==> config.mk <==
export PLATFORM = sky130hd
export DESIGN_NAME = butterfly_limiter_flat
export DESIGN_NICKNAME = d
export VERILOG_FILES = /design/src/rtl/butterfly_limiter_if.sv /design/src/rtl/butterfly_limiter.sv /design/src/flat_wrapper.sv
export SDC_FILE = /design/constraint.sdc
export NUM_CORES = 2
export LEC_CHECK = 0
export CAP_MARGIN = 20
export CORE_MARGIN = 2
export CORE_UTILIZATION = 50
export DETAILED_ROUTE_END_ITERATION = 8
export DONT_BUFFER_PORTS = 1
export PLACE_DENSITY = 0.74
export SYNTH_ARGS = -nofsm -noshare
export SYNTH_HDL_FRONTEND = slang
export SYNTH_SLANG_ARGS = --single-unit
==> constraint.sdc <==
create_clock -name clk -period 2.6 [get_ports clk]
set_input_delay 0.52 -clock clk [delete_from_list [all_inputs] [get_ports clk]]
set_output_delay 0.52 -clock clk [all_outputs]
set_load 0.05 [all_outputs]
==> src/rtl/butterfly_limiter_if.sv <==
// rtl/butterfly_limiter_if.sv - stream handshake and data bundle for the butterfly stage
// slave is the butterfly side; master is the producer/consumer side.
interface butterfly_limiter_if #(
  parameter int DW = 8,
  parameter int IW = DW + 1,
  parameter int TW = 16
);
  logic                 s_axis_tvalid;
  logic                 s_axis_tready;
  logic                 m_axis_tvalid;
  logic                 m_axis_tready;
  logic signed [IW-1:0] a_re_i;
  logic signed [IW-1:0] a_im_i;
  logic signed [IW-1:0] b_re_i;
  logic signed [IW-1:0] b_im_i;
  logic signed [TW-1:0] w_re_i;
  logic signed [TW-1:0] w_im_i;
  logic signed [DW-1:0] y0_re_o;
  logic signed [DW-1:0] y0_im_o;
  logic signed [DW-1:0] y1_re_o;
  logic signed [DW-1:0] y1_im_o;
  logic [3:0]           sat_o;

  modport slave (
    input  s_axis_tvalid, m_axis_tready,
    input  a_re_i, a_im_i, b_re_i, b_im_i, w_re_i, w_im_i,
    output s_axis_tready, m_axis_tvalid,
    output y0_re_o, y0_im_o, y1_re_o, y1_im_o, sat_o
  );

  modport master (
    output s_axis_tvalid, m_axis_tready,
    output a_re_i, a_im_i, b_re_i, b_im_i, w_re_i, w_im_i,
    input  s_axis_tready, m_axis_tvalid,
    input  y0_re_o, y0_im_o, y1_re_o, y1_im_o, sat_o
  );
endinterface

==> src/rtl/butterfly_limiter.sv <==
// rtl/butterfly_limiter.sv - radix-2 butterfly with halving, round-half-up and saturation
// Three stages (products, sums, round/limit) advance together when the output slot is free.
module butterfly_limiter #(
  parameter int DW = 8,
  parameter int IW = DW + 1,
  parameter int TW = 16
) (
  input  logic               clk,
  input  logic               rstn,
  butterfly_limiter_if.slave bus
);
  localparam int MW = IW + TW;
  localparam int SW = IW + TW + 2;
  localparam logic signed [SW-1:0] RND  = SW'(1) <<< (TW - 2);
  localparam logic signed [SW-1:0] MAXS = SW'((2 ** (DW - 1)) - 1);
  localparam logic signed [SW-1:0] MINS = -MAXS - SW'(1);

  logic                 v1, v2, v3;
  logic                 en;
  logic signed [MW-1:0] m_rr, m_ii, m_ri, m_ir;
  logic signed [SW-1:0] a_re_q, a_im_q, p_re_q, p_im_q;
  logic signed [SW-1:0] s0_re_q, s0_im_q, s1_re_q, s1_im_q;

  assign en                = !v3 || bus.m_axis_tready;
  assign bus.s_axis_tready = en;
  assign bus.m_axis_tvalid = v3;

  assign m_rr = MW'(bus.b_re_i) * MW'(bus.w_re_i);
  assign m_ii = MW'(bus.b_im_i) * MW'(bus.w_im_i);
  assign m_ri = MW'(bus.b_re_i) * MW'(bus.w_im_i);
  assign m_ir = MW'(bus.b_im_i) * MW'(bus.w_re_i);

  // Halve with round-half-up, then clamp; returns {sat, value}.
  function automatic logic [DW:0] limit(input logic signed [SW-1:0] s);
    logic signed [SW-1:0] r;
    r = (s + RND) >>> (TW - 1);
    if (r > MAXS)      limit = {1'b1, MAXS[DW-1:0]};
    else if (r < MINS) limit = {1'b1, MINS[DW-1:0]};
    else               limit = {1'b0, r[DW-1:0]};
  endfunction

  always_ff @(posedge clk or negedge rstn) begin
    if (!rstn) begin
      v1          <= 1'b0;
      v2          <= 1'b0;
      v3          <= 1'b0;
      a_re_q      <= '0;
      a_im_q      <= '0;
      p_re_q      <= '0;
      p_im_q      <= '0;
      s0_re_q     <= '0;
      s0_im_q     <= '0;
      s1_re_q     <= '0;
      s1_im_q     <= '0;
      bus.y0_re_o <= '0;
      bus.y0_im_o <= '0;
      bus.y1_re_o <= '0;
      bus.y1_im_o <= '0;
      bus.sat_o   <= '0;
    end else if (en) begin
      v1 <= bus.s_axis_tvalid;
      v2 <= v1;
      v3 <= v2;
      if (bus.s_axis_tvalid) begin
        a_re_q <= SW'(bus.a_re_i) <<< (TW - 2);
        a_im_q <= SW'(bus.a_im_i) <<< (TW - 2);
        p_re_q <= SW'(m_rr) - SW'(m_ii);
        p_im_q <= SW'(m_ri) + SW'(m_ir);
      end
      if (v1) begin
        s0_re_q <= a_re_q + p_re_q;
        s0_im_q <= a_im_q + p_im_q;
        s1_re_q <= a_re_q - p_re_q;
        s1_im_q <= a_im_q - p_im_q;
      end
      if (v2) begin
        {bus.sat_o[0], bus.y0_re_o} <= limit(s0_re_q);
        {bus.sat_o[1], bus.y0_im_o} <= limit(s0_im_q);
        {bus.sat_o[2], bus.y1_re_o} <= limit(s1_re_q);
        {bus.sat_o[3], bus.y1_im_o} <= limit(s1_im_q);
      end
    end
  end
endmodule

==> src/flat_wrapper.sv <==
// flat-port wrapper written by rule: the top's interface ports become plain ports
module butterfly_limiter_flat 
#(
  parameter int DW = 8,
  parameter int IW = DW + 1,
  parameter int TW = 16
)
  (clk, rstn, bus_s_axis_tvalid, bus_m_axis_tready, bus_a_re_i, bus_a_im_i, bus_b_re_i, bus_b_im_i, bus_w_re_i, bus_w_im_i, bus_s_axis_tready, bus_m_axis_tvalid, bus_y0_re_o, bus_y0_im_o, bus_y1_re_o, bus_y1_im_o, bus_sat_o);
  butterfly_limiter_if #(.DW(DW), .IW(IW), .TW(TW)) bus_i ();
  input  logic clk;
  input  logic rstn;
  input wire logic [$bits(bus_i.s_axis_tvalid)-1:0] bus_s_axis_tvalid;
  input wire logic [$bits(bus_i.m_axis_tready)-1:0] bus_m_axis_tready;
  input wire logic [$bits(bus_i.a_re_i)-1:0] bus_a_re_i;
  input wire logic [$bits(bus_i.a_im_i)-1:0] bus_a_im_i;
  input wire logic [$bits(bus_i.b_re_i)-1:0] bus_b_re_i;
  input wire logic [$bits(bus_i.b_im_i)-1:0] bus_b_im_i;
  input wire logic [$bits(bus_i.w_re_i)-1:0] bus_w_re_i;
  input wire logic [$bits(bus_i.w_im_i)-1:0] bus_w_im_i;
  output wire logic [$bits(bus_i.s_axis_tready)-1:0] bus_s_axis_tready;
  output wire logic [$bits(bus_i.m_axis_tvalid)-1:0] bus_m_axis_tvalid;
  output wire logic [$bits(bus_i.y0_re_o)-1:0] bus_y0_re_o;
  output wire logic [$bits(bus_i.y0_im_o)-1:0] bus_y0_im_o;
  output wire logic [$bits(bus_i.y1_re_o)-1:0] bus_y1_re_o;
  output wire logic [$bits(bus_i.y1_im_o)-1:0] bus_y1_im_o;
  output wire logic [$bits(bus_i.sat_o)-1:0] bus_sat_o;
  assign bus_i.s_axis_tvalid = bus_s_axis_tvalid;
  assign bus_i.m_axis_tready = bus_m_axis_tready;
  assign bus_i.a_re_i = bus_a_re_i;
  assign bus_i.a_im_i = bus_a_im_i;
  assign bus_i.b_re_i = bus_b_re_i;
  assign bus_i.b_im_i = bus_b_im_i;
  assign bus_i.w_re_i = bus_w_re_i;
  assign bus_i.w_im_i = bus_w_im_i;
  assign bus_s_axis_tready = bus_i.s_axis_tready;
  assign bus_m_axis_tvalid = bus_i.m_axis_tvalid;
  assign bus_y0_re_o = bus_i.y0_re_o;
  assign bus_y0_im_o = bus_i.y0_im_o;
  assign bus_y1_re_o = bus_i.y1_re_o;
  assign bus_y1_im_o = bus_i.y1_im_o;
  assign bus_sat_o = bus_i.sat_o;
  butterfly_limiter #(.DW(DW), .IW(IW), .TW(TW)) u_core (.clk(clk), .rstn(rstn), .bus(bus_i));
endmodule
# == After elaboration in Yosys (flattened, before gate mapping) ==
# Cells that the tools add are included.
# classes
mux,8
n_lt_le_gt_ge,8
multipliers,4
n_addsub,10
reduce_logical,5
# ops
cell,n
"27-bit by 16-bit adder with 27-bit output, second input constant",4
9-bit by 16-bit multiplier with 25-bit output,4
9-bit two-way mux,8
23-bit by 27-bit adder with 27-bit output,2
23-bit by 27-bit subtractor with 27-bit output,2
"12-bit by 8-bit greater-than comparator with 1-bit output, second input constant",4
"12-bit by 8-bit less-than comparator with 1-bit output, second input constant",4
25-bit by 25-bit adder with 26-bit output,1
25-bit by 25-bit subtractor with 26-bit output,1
2-bit AND reduction,3
1-bit zero test,1
1-bit logical OR,1
# word_totals
out_inout_bits,38
regBits,219
input_bits,72
wordCells,51

# == Logic depth before layout (Yosys ltp) ==
# logic_depth
ltp_word,4
depth_mapped,26
depth_no_buf,25

# == Least setup slack after synthesis ==
# OpenSTA, ideal clock, no wires.
# synth_timing
path_type,input -> register
start,input port bus_w_re_i[4]
end,register u_core.p_re_q[25]
slack_ns,-4.157
path_stages,21
t_arrival_ns,6.627
t_required_ns,2.470
setup_ns,0.130
n_path_buf,2
path_cell_list,clkbuf_1 > clkbuf_1 > nand2_1 > fa_1 > fa_1 > inv_1 > fa_1 > fa_1 > fa_1 > fa_1 > fa_1 > ha_1 > a21o_1 > a21o_1 > a2111o_1 > a21oi_2 > o41ai_2 > a2111oi_2 > o21bai_1 > xnor2_1 > o21ai_1
# synth_between
elab_chain_cells,2
# synth_lines
item,line_no,source
start: declaration,flat_wrapper.sv:18,input wire logic [$bits(bus_i.w_re_i)-1:0] bus_w_re_i;
9-bit by 16-bit multiplier with 25-bit output,butterfly_limiter.sv:28,assign m_rr = MW'(bus.b_re_i) * MW'(bus.w_re_i);
25-bit by 25-bit subtractor with 26-bit output,butterfly_limiter.sv:67,p_re_q <= SW'(m_rr) - SW'(m_ii);
end signal: assignment,butterfly_limiter.sv:67,
end: declaration,butterfly_limiter.sv:21,"logic signed [SW-1:0] a_re_q, a_im_q, p_re_q, p_im_q;"
# Every way passes these cells.
# A chain may end at the register's enable or synchronous reset.

# == Final worst setup path ==
# layout_timing
start,input port bus_w_re_i[5]
end,register u_core.p_re_q[25]
# The elaborated chain is that of the path after synthesis.

==> flow_summary.json <==
{
  "status": "finished with violations",
  "violated_checks": "negative hold slack, negative setup slack",
  "worst_setup_path_end_kind": "flop",
  "ys.warnings.count": 0,
  "cts_inserted_buffers": 17,
  "worst_path_max_delay_cell": "fa_1",
  "grtUsageMet1_pct": 30.1,
  "hold_viol_final": 161,
  "seq_area_frac_synth_pct": 13.6,
  "setup_viol_count_final": 46,
  "groute.layer.met2.usage_pct": 41.5,
  "holdCritPathClass": "input port to async pin",
  "floorplan.core_area_mm2": 0.0588,
  "grt_first_pass_wirelength_um": 114000,
  "critical_path.reg2reg.startpoint": "u_core.p_im_q[14]",
  "crit_path_start_kind": "input port",
  "grt_busiest_layer": "met2",
  "cts_tree": "yes",
  "crit_path_max_incr_delay_ns": 0.57,
  "critical_path.max_fanout": 18,
  "setup_slack_ns": -3.21,
  "globalRoute.totalOverflow": 0,
  "finalWeightedCongestion": 0.839,
  "dominantRegCellSynth": "dfrtp_1",
  "syn_nets": 4069,
  "worstPathCellList": "and2_4 -> fa_1 -> fa_1 -> inv_1 -> fa_1 -> inv_2 -> fa_2 -> fa_1 -> fa_1 -> fa_1 -> ha_4 -> a21o_1 -> a21o_1 -> a2111o_1 -> a21oi_2 -> o41ai_4 -> a2111oi_2 -> o21bai_1 -> xnor2_1 -> o21ai_1",
  "ctsRootBufferMaster": "clkbuf_16",
  "nets_final": 4169,
  "floorplan.die.width_um": 248,
  "syn_area_per_cell_um2": 9.36,
  "slew_headroom_pct": 58.1,
  "reg2regPathDepth": 12,
  "route.detailed.wl_per_inst_um": 17.0,
  "cp.arrival_ns": 6.15,
  "final.min_clock_period_ns": 5.81,
  "grt_antenna_before_repair": 0,
  "core.rowCount": 89,
  "detail_route.wirelength_um": 69000,
  "required_time_of_the_worst_setup_path_ns": 2.94,
  "final.period_utilization_pct": 223,
  "synth_edf_count": 0,
  "synth.largest_area_cell": "fa_1",
  "cts_max_path_buffers": 2,
  "drv.max_cap_violation_count": 0,
  "synth-async-reset-ratio_pct": 100,
  "detail_route.vias_per_cell": 5.24,
  "clock_sink_count": 161,
  "drive_above_1_share_pct": 14.2,
  "grtUsageTotal_pct": 23.7,
  "vias": 21200,
  "pre_cts_ws_ns": -3.78,
  "final.hold.worst_slack_ns": -0.241,
  "insertedDiodeCount": 0,
  "regToRegEndpoint": "u_core.s0_im_q[24]",
  "die_height_um": 248,
  "ys_seq_elements": 161,
  "maxSlewViolCount": 0,
  "count_of_nets_left_with_antenna_violations_after_detail_routing": 0,
  "grt_pass1_vias": 22800,
  "netlist_top_cells_area": "fa_1 (39%), dfrtp_1 (14%), ha_1 (11%), inv_1 (8.1%), nand2_1 (5.4%)",
  "remaining_drc_errors": 0,
  "synth.distinct_cells": 57,
  "rsz0062_at_grt": "yes",
  "met3_track_usage_gr_pct": 4.48,
  "first_iter_violations": 1247,
  "timing_worst_setup_path_type": "input port to flop",
  "io-pin-count": 110,
  "total_standard_cell_area_after_synthesis_mm2": 0.0297,
  "largest_net_degree_at_the_start_of_global_routing": 162,
  "port-buffer-count": 0,
  "clk_transition_reported_paths_ns": 0.07,
  "floorplan.initialDensity_pct": 50.4,
  "worstMarginPinSlew_ns": 0.627,
  "fmaxAchievable_ghz": 0.172,
  "synth_top_area_share_pct": 38.9,
  "synthesis.instances": 3170,
  "post-dp-hpwl_um": 53000,
  "drt_first_pass_iters": 7,
  "worst_clock_skew_ns": 0.0103,
  "die-area_mm2": 0.0613,
  "area_growth_pct": 13.3,
  "worst_path_most_repeated_cell": "fa_1",
  "clock_latency_ns": 0.45,
  "ctsHtreeMaxLevel": 4,
  "regToRegSetupSlack_ns": 0.13
}
## through the flow
step / std cells / cell area [µm²] / TNS, ns / hold slack, ns / util [%]
after floorplan: 3170 / 30500 / -133.51 / 0.224 / -
after global placement: 4012 / 32200 / -139.28 / 0.228 / 54.8
after detailed placement: 4012 / 32200 / -142.20 / 0.228 / 54.8
after CTS: 4048 / 33000 / -116.91 / -0.267 / 56.2
after global routing: 4056 / 33600 / -123.98 / -0.264 / 57.2
final: 4056 / 33600 / -116.81 / -0.241 / 57.2
## cells in the mapped netlist (2+ instances only)
cell,n
xnor2_1,96
a221oi_1,3
o21ai_1,28
nand2_1,424
and3_1,3
or2_2,2
ha_1,250
nor3_1,25
nor2b_1,3
xor2_1,42
a31o_2,2
nand2b_1,39
mux2_2,29
o31ai_1,12
nand3_1,28
a31oi_1,12
and2_1,246
dfrtp_1,161
a211oi_1,4
nor2_1,89
clkbuf_1,130
fa_1,577
inv_1,643
a211o_1,3
or3_1,9
nor4_1,10
o21ai_0,91
a21o_1,24
o211ai_1,26
o41ai_2,3
a21oi_1,68
o21bai_1,18
a221o_1,2
nand4_1,7
a21oi_2,2
nand3b_1,3
a2111oi_2,3
o21a_1,34
## worst max-delay path by stage
| stage | start | to | slack, ns | cells after the start |
|---|---|---|---|---|
| after global placement | bus_b_re_i[3] | u_core.p_re_q[25] | -3.74 | 20 |
| after detailed placement | bus_b_im_i[3] | u_core.p_im_q[24] | -3.78 | 20 |
| after CTS | bus_w_re_i[5] | u_core.p_re_q[25] | -3.20 | 20 |
| final | bus_w_re_i[5] | u_core.p_re_q[25] | -3.21 | 20 |
| after global routing | bus_w_re_i[5] | u_core.p_re_q[25] | -3.45 | 20 |
| after floorplan | bus_b_re_i[3] | u_core.p_re_q[25] | -3.71 | 21 |
## layout by cell type, fill, tap and decap left out, types with 44 or more instances in the layout
| cell type | n |
|---|---|
| inv_1 | 621 |
| fa_1 | 568 |
| xnor2_1 | 88 |
| a21oi_1 | 45 |
| nor2_1 | 84 |
| o21ai_0 | 59 |
| ha_4 | 44 |
| o21ai_1 | 53 |
| nand2_1 | 414 |
| dfrtp_1 | 160 |
| and2_1 | 226 |
| buf_4 | 186 |
| ha_1 | 202 |
## metal layers
metal | share of wire [%] | up-vias
li1 | - | 9821
met1 | 41 | 10700
met2 | 50 | 606
met3 | 6.7 | 101
met4 | 2.2 | 0
met5 | 0 | -
## cell type report
type,count,area (µm²)
Multi-Input combinational cell,2234,23900
Timing Repair Buffer,212,1730
Clock inverter,13,129
Fill cell,4933,25200
Sequential cell,161,4030
Clock buffer,19,443
Inverter,644,2420
Tap cell,773,967
## registers in the layout, summed over array words and instances, names as in the netlist, 8 cells and up
register and count:
u_core.s0_re_q 13, u_core.a_im_q 9, u_core.p_re_q 26, u_core.bus.y1_im_o 8, u_core.s1_im_q 13, u_core.p_im_q 26, u_core.bus.y0_im_o 8, u_core.a_re_q 9
u_core.s1_re_q 13, u_core.bus.y0_re_o 8, u_core.s0_im_q 13, u_core.bus.y1_re_o 8
## worst max-delay path: cells and delay by family
| kind | cells | cell delay (ns) |
|---|---|---|
| xor+xnor | 1 | 0.15 |
| simple gates | 1 | 0.15 |
| fa+ha+maj | 8 | 3.67 |
| compound gates | 8 | 1.54 |
| buf+inv | 2 | 0.09 |
## repair_timing
item,in CTS,in global routing
pin swaps,70,74
setup endpoints to repair,50,73
hold endpoints to repair,161,161
gates resized for setup,62,93
cloned,0,0
buffers inserted,7,8
## cell families after synthesis
kind of cell / synth area share [%]
AO/OA/AOI/OAI: 7.65
XOR/XNOR: 4.07
adder cells (fa/ha/maj): 49.5
buffers and inverters: 9.81
flip-flops: 13.6
multiplexers: 1.13
AND/OR/NAND/NOR: 14.3
Power is not shown: default switching activity piles up to over one toggle a cycle in this logic, so the estimate is an artifact.
